## src/rtl/seq_pipe_delay_elastic.sv

```systemverilog
// seq_pipe_delay_elastic
//
// An elastic, stallable N-cycle delay line. WIDTH-bit items move through
// DEPTH register stages. Each stage has a valid bit. Empty stages (bubbles)
// always accept, so items pack toward the output when the consumer stalls.
// The full capacity of DEPTH items is usable.
//
// Handshake: a transfer happens on any rising edge where val and rdy are
// both 1. The producer must not make in_val depend on in_rdy. The consumer
// may assert out_rdy whether or not out_val is set. The ready path is
// combinational from out_rdy to in_rdy. flush is synchronous, has priority
// over everything else, and blocks transfers on both sides for that cycle.
//
// Ports:
//   clk      rising-edge clock
//   rst_n    asynchronous active-low reset (clears valid bits and data)
//   in_val   producer offers in_ this cycle
//   in_rdy   block accepts in_ this cycle
//   in_      input data
//   out_val  out carries a valid item
//   out_rdy  consumer accepts out this cycle
//   out      output data (last stage)
//   flush    synchronous discard of all contents
//   count    number of valid stages
module seq_pipe_delay_elastic #(
  parameter int WIDTH = 8,
  parameter int DEPTH = 3,
  localparam int CW = $clog2(DEPTH + 1)
) (
  input  logic             clk,
  input  logic             rst_n,
  input  logic             in_val,
  output logic             in_rdy,
  input  logic [WIDTH-1:0] in_,
  output logic             out_val,
  input  logic             out_rdy,
  output logic [WIDTH-1:0] out,
  input  logic             flush,
  output logic [CW-1:0]    count
);

  logic [DEPTH-1:0] r_v;
  logic [WIDTH-1:0] r_d [DEPTH];

  logic [DEPTH-1:0] w_en;
  logic             w_tail_full;
  logic [DEPTH-1:0] w_up_v;
  logic [WIDTH-1:0] w_up_d [DEPTH];

  // Upstream source of each stage: stage 0 takes the input, and every other
  // stage takes the stage before it.
  genvar g;
  generate
    for (g = 0; g < DEPTH; g++) begin : g_up
      if (g == 0) begin : g_first
        assign w_up_v[g] = in_val;
        assign w_up_d[g] = in_;
      end else begin : g_rest
        assign w_up_v[g] = r_v[g-1];
        assign w_up_d[g] = r_d[g-1];
      end
    end
  endgenerate

  // en[i] = ~v[i] | en[i+1], with en[DEPTH] = out_rdy. Unrolled, this means
  // stage i may load unless every stage from i to the output is full and
  // the consumer is stalled. It is written as a running AND so the tools
  // see no self-referencing vector.
  always_comb begin
    w_en        = '0;
    w_tail_full = 1'b1;
    for (int i = DEPTH - 1; i >= 0; i--) begin
      w_tail_full = w_tail_full & r_v[i];
      w_en[i]     = ~w_tail_full | out_rdy;
    end
  end

  always_comb begin
    count = '0;
    for (int i = 0; i < DEPTH; i++) begin
      count = count + CW'(r_v[i]);
    end
  end

  assign in_rdy  = w_en[0] & ~flush;
  assign out_val = r_v[DEPTH-1] & ~flush;
  assign out     = r_d[DEPTH-1];

  // Data loads only when a valid item arrives, so a bubble passing through
  // does not disturb a stage's data. flush clears the valid bits and leaves
  // the data alone.
  always_ff @(posedge clk or negedge rst_n) begin
    if (!rst_n) begin
      r_v <= '0;
      for (int i = 0; i < DEPTH; i++) begin
        r_d[i] <= '0;
      end
    end else if (flush) begin
      r_v <= '0;
    end else begin
      for (int i = 0; i < DEPTH; i++) begin
        if (w_en[i]) begin
          r_v[i] <= w_up_v[i];
          if (w_up_v[i]) begin
            r_d[i] <= w_up_d[i];
          end
        end
      end
    end
  end

endmodule

```

## config.mk

```make
export PLATFORM = sky130hd
export DESIGN_NAME = seq_pipe_delay_elastic
export DESIGN_NICKNAME = d
export VERILOG_FILES = /design/src/rtl/seq_pipe_delay_elastic.sv
export SDC_FILE = /design/constraint.sdc
export NUM_CORES = 1
export LEC_CHECK = 0
export ABC_CLOCK_PERIOD_IN_PS = 3500
export BUFFER_PORTS_ARGS = -buffer_cell sky130_fd_sc_hd__clkbuf_2
export CORE_MARGIN = 1.5
export CORE_UTILIZATION = 43
export CTS_CLUSTER_SIZE = 16
export DETAILED_ROUTE_END_ITERATION = 6
export PLACE_DENSITY = 0.62
export SLEW_MARGIN = 25
export SYNTH_ARGS = -nofsm -noshare
export SYNTH_HDL_FRONTEND = slang
export SYNTH_SLANG_ARGS = --single-unit
```

## constraint.sdc

```tcl
create_clock -name clk -period 3.5 [get_ports clk]
set_input_delay 0.35 -clock clk [delete_from_list [all_inputs] [get_ports clk]]
set_output_delay 0.35 -clock clk [all_outputs]
set_load 0.01 [all_outputs]
```

==> results of run 1 <==
## flip-flops by register name, indices dropped and copies added (netlist names)
name  flops
out       8
r_d      16
r_v       3
## metrics by stage
stage / hold slack (ps) / cell area (µm²) / power [mW] / util (%) / setup slack [ps]
after detailed placement: 409.8 / 1242 / 0.6304 / 49.26 / 1880
after global placement: 411.1 / 1242 / 0.6238 / 49.26 / 1907
after floorplan: 54.41 / 1161 / 0.6098 / - / 2063
after global routing: 72.34 / 1270 / 0.7981 / 50.35 / 1663
final: 28.17 / 1270 / 0.7514 / 50.35 / 1710
after CTS: 35.74 / 1270 / 0.7659 / 50.35 / 1694
## cell usage after synthesis, drive strengths merged
cell / n
dfrtp: 27
buf: 10
inv: 2
a21oi: 2
fa: 1
nor2b: 3
a211o: 1
nand3b: 1
nor2: 3
nand4b: 1
mux2: 24
or3b: 1
## critical path: cells and delay by family (launching register included)
family / cells / cell delay [ps]
adder cells (fa/ha/maj): 1 / 540
flip-flops: 1 / 460
buffers and inverters: 1 / 120
## worst paths after layout
check                       start        to  slack (ps)  cells after the start
setup reg to reg           r_v[2]    out[2]        1870                      3
setup / recovery           r_v[0]  count[0]        1710                      2
hold reg to reg            r_d[8]    out[0]         520                      1
min in group clk           in_[3]   r_d[19]         250                      2
max in group asynchronous   rst_n   r_d[21]        3050                      1
hold / removal              rst_n    out[5]          30                      1
## report_power, final
part	switching (mW)	internal [mW]	total, mW
combinational	0.0678	0.116	0.184
sequential	0.0436	0.391	0.435
clock	0.0897	0.0428	0.132
total	0.201	0.550	0.751
## cell families (layout without fill, tap and decap cells)
group                    after synthesis  in the layout  share of synthesized area, %
adder cells (fa/ha/maj)                1              1                         1.724
buffers and inverters                 12             30                         7.220
AO/OA/AOI/OAI                          3              3                         1.617
multiplexers                          24             24                         25.86
flip-flops                            27             27                         58.19
AND/OR/NAND/NOR                        9              9                         5.388
## final cells by class
type	instances	area [µm²]	share of cell area [%]
Clock inverter	1	5.005	0.3941
Sequential cell	27	675.6	53.20
Tap cell	30	37.54	2.956
Clock buffer	3	22.52	1.773
Inverter	2	7.507	0.5911
Multi-Input combinational cell	37	401.6	31.63
Timing Repair Buffer	24	120.1	9.458
## per-layer routing
| metal | vias to the layer above | global-route usage (%) | routed length [µm] |
|---|---|---|---|
| met5 | - | 0 | 0 |
| met4 | 0 | 2.439 | 14 |
| met3 | 2 | 4.839 | 86 |
| met2 | 16 | 22.02 | 816 |
| met1 | 318 | 15.29 | 727 |
| li1 | 286 | - | - |
## cell usage in the layout, fill, tap and decap left out
master and instances:
a21oi_1 2, inv_1 2, nor2b_1 2, a211o_1 1, dfrtp_1 27, mux2_4 8, nor2b_4 1, mux2_2 16
nor2_1 3, nand4b_1 1, clkinv_2 1, or3b_1 1, fa_1 1, nand3b_1 1, clkbuf_4 3, clkbuf_2 24
==> run_results.csv, run 1 <==
group,metric,value,unit
status,outcome,"complete, no violations",
synthesis,synthesis.nets,90,
sta,fmax,0.5586,GHz
sta,fin_skew,2.891,ps
detailed_routing,ant_nets,0,
sta,min_period,1790,ps
die,die_x,54.97,µm
synthesis,synthTopCellsByArea,"dfrtp_1 58%, mux2_2 16%, mux2_4 10%",
clocking,cts_setup_buffers,0,
worst_setup_path,path_max_fanout,4,
grt,track_usage,12.77,%
clocking,cts_buffers,3,
sta,hold_viol,0,
synthesis,synthCells,76,
die,fp-row-count,18,
clocking,cts-root-buf,"clkbuf_4",
synthesis,synth.top_cell.area_share,58.19,%
power_and_ir_drop,power.density,591.7,nW/µm²
synthesis,synth_cell_types,16,
clocking,clk_latency,320,ps
worst_setup_path,crit_chain,"fa_1 > clkbuf_2",
layout,fillers,225,
sta,setup_viol,0,
detailed_routing,dr.pass1.iters,4,
worst_setup_path,end_kind,"output port",
worst_setup_path,slowest_stage,"fa_1",
placement,dp_cells,120,
layout,post_route_cells_drive_above_1_share,56.38,%
synthesis,yosysTopAreaCell,"dfrtp_1",
power_and_ir_drop,leakagePower,0.6312,nW
worst_setup_path,slowest_delay,540,ps
worst_setup_path,crit_type,"flop to output port",
die,ioPinCount,25,
synthesis,yosys_warnings,0,
detailed_routing,drc,0,
placement,io_buffers,24,
synthesis,synth-seq-area-share,58.19,%
synthesis,synthesis.area,1161,µm²
detailed_routing,drt_iter0_drc,1,
clocking,clock_path_buffers,2,
power_and_ir_drop,peakVddDrop,0.0004795,V
placement,place_hpwl,1.167,mm
clocking,clk_pin_slew_worst_paths,140,ps
clocking,cts_tree,"built",
detailed_routing,vias_per_cell,5.016,
clocking,cts.sinks,27,
detailed_routing,totalWireLength,1.646,mm
die,die_area,3021,µm²
worst_setup_path,cp.required,3150,ps
die,core,2522,µm²
worst_setup_path,cp.arrival,1440,ps
synthesis,avgSynthCellArea,15.28,µm²
placement,place_congestion,0.7186,
sta,period_share,51.14,%
grt,grt_overflow,0,
synthesis,synth_seq_cells,27,
layout,fin_cells,124,
layout,num-nets-final,109,
die,initial_utilization,46.03,%
sta,rsz0062_at_grt,"no",
layout,area_growth,9.375,%
sta,tns,0,ps
grt,grt_start_max_net_pins,28,
die,die_h,54.97,µm
job,max_cap_viol_count,0,
detailed_routing,wl_per_cell,13.27,µm
clocking,ctsHoldBuffers,0,
detailed_routing,route.vias.total,622,
sta,slew_headroom,56.24,%
worst_setup_path,worst_setup_path_start_kind,"flop",
hold_path,hp-class,"input port to asynchronous set/reset pin",
clocking,cts_resized,0,
sta,drv_slew,0,
layout,diodes,0,
grt,grt_pass1_vias,632,
grt,grt_pass1_wl,2.677,mm
clocking,htree_levels,1,
sta,tightest_slew,656.5,ps
grt,antenna_found_initial,0,
Note: power is estimated with default switching activity, not from simulation.
==> run 2, diff against run 1 <==
- ABC_AREA: not set -> 1
- ABC_CLOCK_PERIOD_IN_PS: 3500 -> 1800
- clock period: 3.5 -> 1.8 ns (I/O delays scaled with it)
==> run_results.csv, run 2 <==
group,metric,value,unit
status,outcome,"complete, no violations",
power_and_ir_drop,leakagePower,0.7657,nW
layout,area_growth,9.273,%
clocking,clk_pin_slew_worst_paths,130,ps
worst_setup_path,critPathBufInv,1,
layout,final_common_cell,"nand2_1",
worst_setup_path,worst_setup_path_start_kind,"flop",
layout,mostFrequentLayoutCells,"48 x nand2_1, 27 x dfrtp_1, 24 x nand3_1, 24 x clkbuf_2, 5 x inv_1",
placement,io_buffers,24,
layout,diodes,0,
detailed_routing,ant_nets,0,
die,die_h,57.03,µm
layout,num-nets-final,164,
power_and_ir_drop,p_seq_share,61.6,%
worst_setup_path,r2r_start,"r_v[2]",
worst_setup_path,cp_num_cells,2,
detailed_routing,totalWireLength,1.988,mm
die,core,2758,µm²
hold_path,hold_path_end,"r_d[17]",
worst_setup_path,startpoint,"r_v[2]",
worst_setup_path,crit_chain,"fa_1 > clkbuf_2",
detailed_routing,vias_per_cell,4.728,
synthesis,synth.cells.most_frequent,"48 x nand2_1, 27 x dfrtp_1, 24 x nand3_1",
detailed_routing,dr.pass1.iters,4,
die,die_x,57.03,µm
sta,setup_viol,0,
worst_setup_path,cp.arrival,1500,ps
grt,grt_overflow,0,
worst_setup_path,end_kind,"output port",
synthesis,avgSynthCellArea,9.653,µm²
synthesis,yosysMostFrequentCell,"nand2_1",
worst_setup_path,cp.required,1620,ps
clocking,cts_tree,"built",
worst_setup_path,slowest_stage,"fa_1",
layout,largest-register,"r_d",
layout,largest_reg_flops,16,
sta,min_period,1676,ps
sta,fin_skew,2.367,ps
synthesis,synth_seq_cells,27,
worst_setup_path,worstReg2RegEnd,"r_d[12]",
synthesis,async_reset_ff_share,100.0,%
grt,grt_start_max_net_pins,28,
power_and_ir_drop,power.density,906.3,nW/µm²
sta,drv_slew,0,
hold_path,hold_path_depth,3,
worst_setup_path,reg2reg_setup_slack,630,ps
synthesis,yosys_warnings,0,
sta,tns,0,ps
worst_setup_path,crit_type,"flop to output port",
placement,pre_cts_slack,484.4,ps
die,fp-row-count,19,
synthesis,synth_flop_cell,"dfrtp_1",
power_and_ir_drop,p_int,0.8886,mW
layout,finalCoreUtilization,49.73,%
power_and_ir_drop,combPwrFrac,18.1,%
synthesis,synthesis.area,1255,µm²
power_and_ir_drop,peakVddDrop,0.0004869,V
sta,fmax,0.5968,GHz
worst_setup_path,path_max_fanout,5,
detailed_routing,wl_per_cell,11.04,µm
synthesis,synthCells,130,
clocking,clock_path_buffers,2,
worst_setup_path,ff2ff_path_depth,4,
sta,tightest_slew,652.1,ps
worst_setup_path,slowest_delay,540,ps
sta,hold_viol,0,
synthesis,synthTopCellsByArea,"dfrtp_1 54%, nand2_1 14%, nand3_1 9.6%",
layout,post_route_cells_drive_above_1_share,24.83,%
clocking,cts_resized,0,
worst_setup_path,crit_family,"adder cells",
clocking,ctsHoldBuffers,1,
grt,grt_pass1_wl,3.636,mm
synthesis,synth.top_cell.area_share,53.84,%
placement,place_hpwl,1.532,mm
synthesis,synth-seq-area-share,53.84,%
hold_path,hp-class,"input port to flop",
clocking,htree_levels,1,
clocking,cts_buffers,3,
die,die_area,3252,µm²
grt,grt_pass1_vias,816,
power_and_ir_drop,p_clk_share,20.3,%
sta,rsz0062_at_grt,"no",
hold_path,holdCritStartpoint,"in_[1]",
detailed_routing,drt_iter0_drc,19,
job,max_cap_viol_count,0,
clocking,cts.sinks,27,
detailed_routing,drc,0,
grt,antenna_found_initial,0,
power_and_ir_drop,switching_share,28.50,%
power_and_ir_drop,p_sw,0.3542,mW
sta,slew_headroom,56.53,%
die,ioPinCount,25,
placement,place_congestion,0.7110,
synthesis,synth_cell_types,15,
clocking,clk_latency,310,ps
synthesis,yosysTopAreaCell,"dfrtp_1",
synthesis,synthesis.nets,144,
sta,fin_ws,124.3,ps
clocking,cts-root-buf,"clkbuf_4",
synthesis,synth-edff-count,0,
grt,track_usage,14.32,%
sta,period_share,93.10,%
die,initial_utilization,45.51,%
detailed_routing,route.vias.total,851,
clocking,cts_setup_buffers,0,
-- run 2: cell count changes after synthesis, moves of 2 or more --
cell     change
nand3_1     +24
inv_1        +3
nand2_1     +48
mux2_4       -8
nand2_4      +3
nor2_8       +3
mux2_2      -16
nor2b_1      -2
-- run 2: kinds of logic after synthesis --
family	count (synthesis)	synth area share [%]
buf+inv	15	7.776
simple gates	84	35.29
compound gates	3	1.496
flops	27	53.84
fa+ha+maj	1	1.595
-- run 2: worst max path at each step --
| stage | end |
|---|---|
| 6_report | count[0] |
| 5_1_grt | in_rdy |
| 4_1_cts | count[0] |
| 3_5_place_dp | count[0] |
| 3_3_place_gp | count[0] |
| 2_1_floorplan | count[0] |
-- run 2: tightest hold or removal path, cell delays in order --
cell      delay (ps)
clkbuf_2          80
nand3_1           60
nand2_1           50
-- run 2: through the flow --
stage / hold slack (ps) / power, mW / instances / instance area, µm²
5_1_grt: 63.10 / 1.332 / 180 / 1371
3_5_place_dp: 238.3 / 1.010 / 175 / 1335
3_3_place_gp: 232.5 / 0.9992 / 175 / 1335
4_1_cts: 69.42 / 1.267 / 180 / 1371
6_report: 76.77 / 1.243 / 180 / 1371
2_1_floorplan: -115.6 / 0.9697 / 130 / 1255
-- run 2: cell type report --
cell class	instances	area, µm²
inverter	5	18.77
fill	281	1386
clock buffer	4	26.28
multi-input combinational	88	481.7
sequential	27	675.6
timing repair buffer	25	130.1
tap	31	38.79
-- run 2: power by group through the flow --
stage | Clock [mW] | Combinational [mW] | Sequential, mW
finish | 0.252 | 0.225 | 0.766
global route | 0.293 | 0.258 | 0.781
CTS | 0.267 | 0.232 | 0.768
detailed placement | 0 | 0.229 | 0.780
global placement | 0 | 0.224 | 0.775
floorplan | 0 | 0.205 | 0.765
-- run 2: metal layers --
metal | share of wire (%) | routed length [µm] | vias up | GRT usage [%]
met1 | 46 | 924 | 384 | 19.44
li1 | - | - | 447 | -
met5 | 0 | 0 | - | 0
met2 | 48 | 959 | 18 | 22.17
met3 | 3.8 | 76 | 2 | 2.721
met4 | 1.4 | 27 | 0 | 6.977
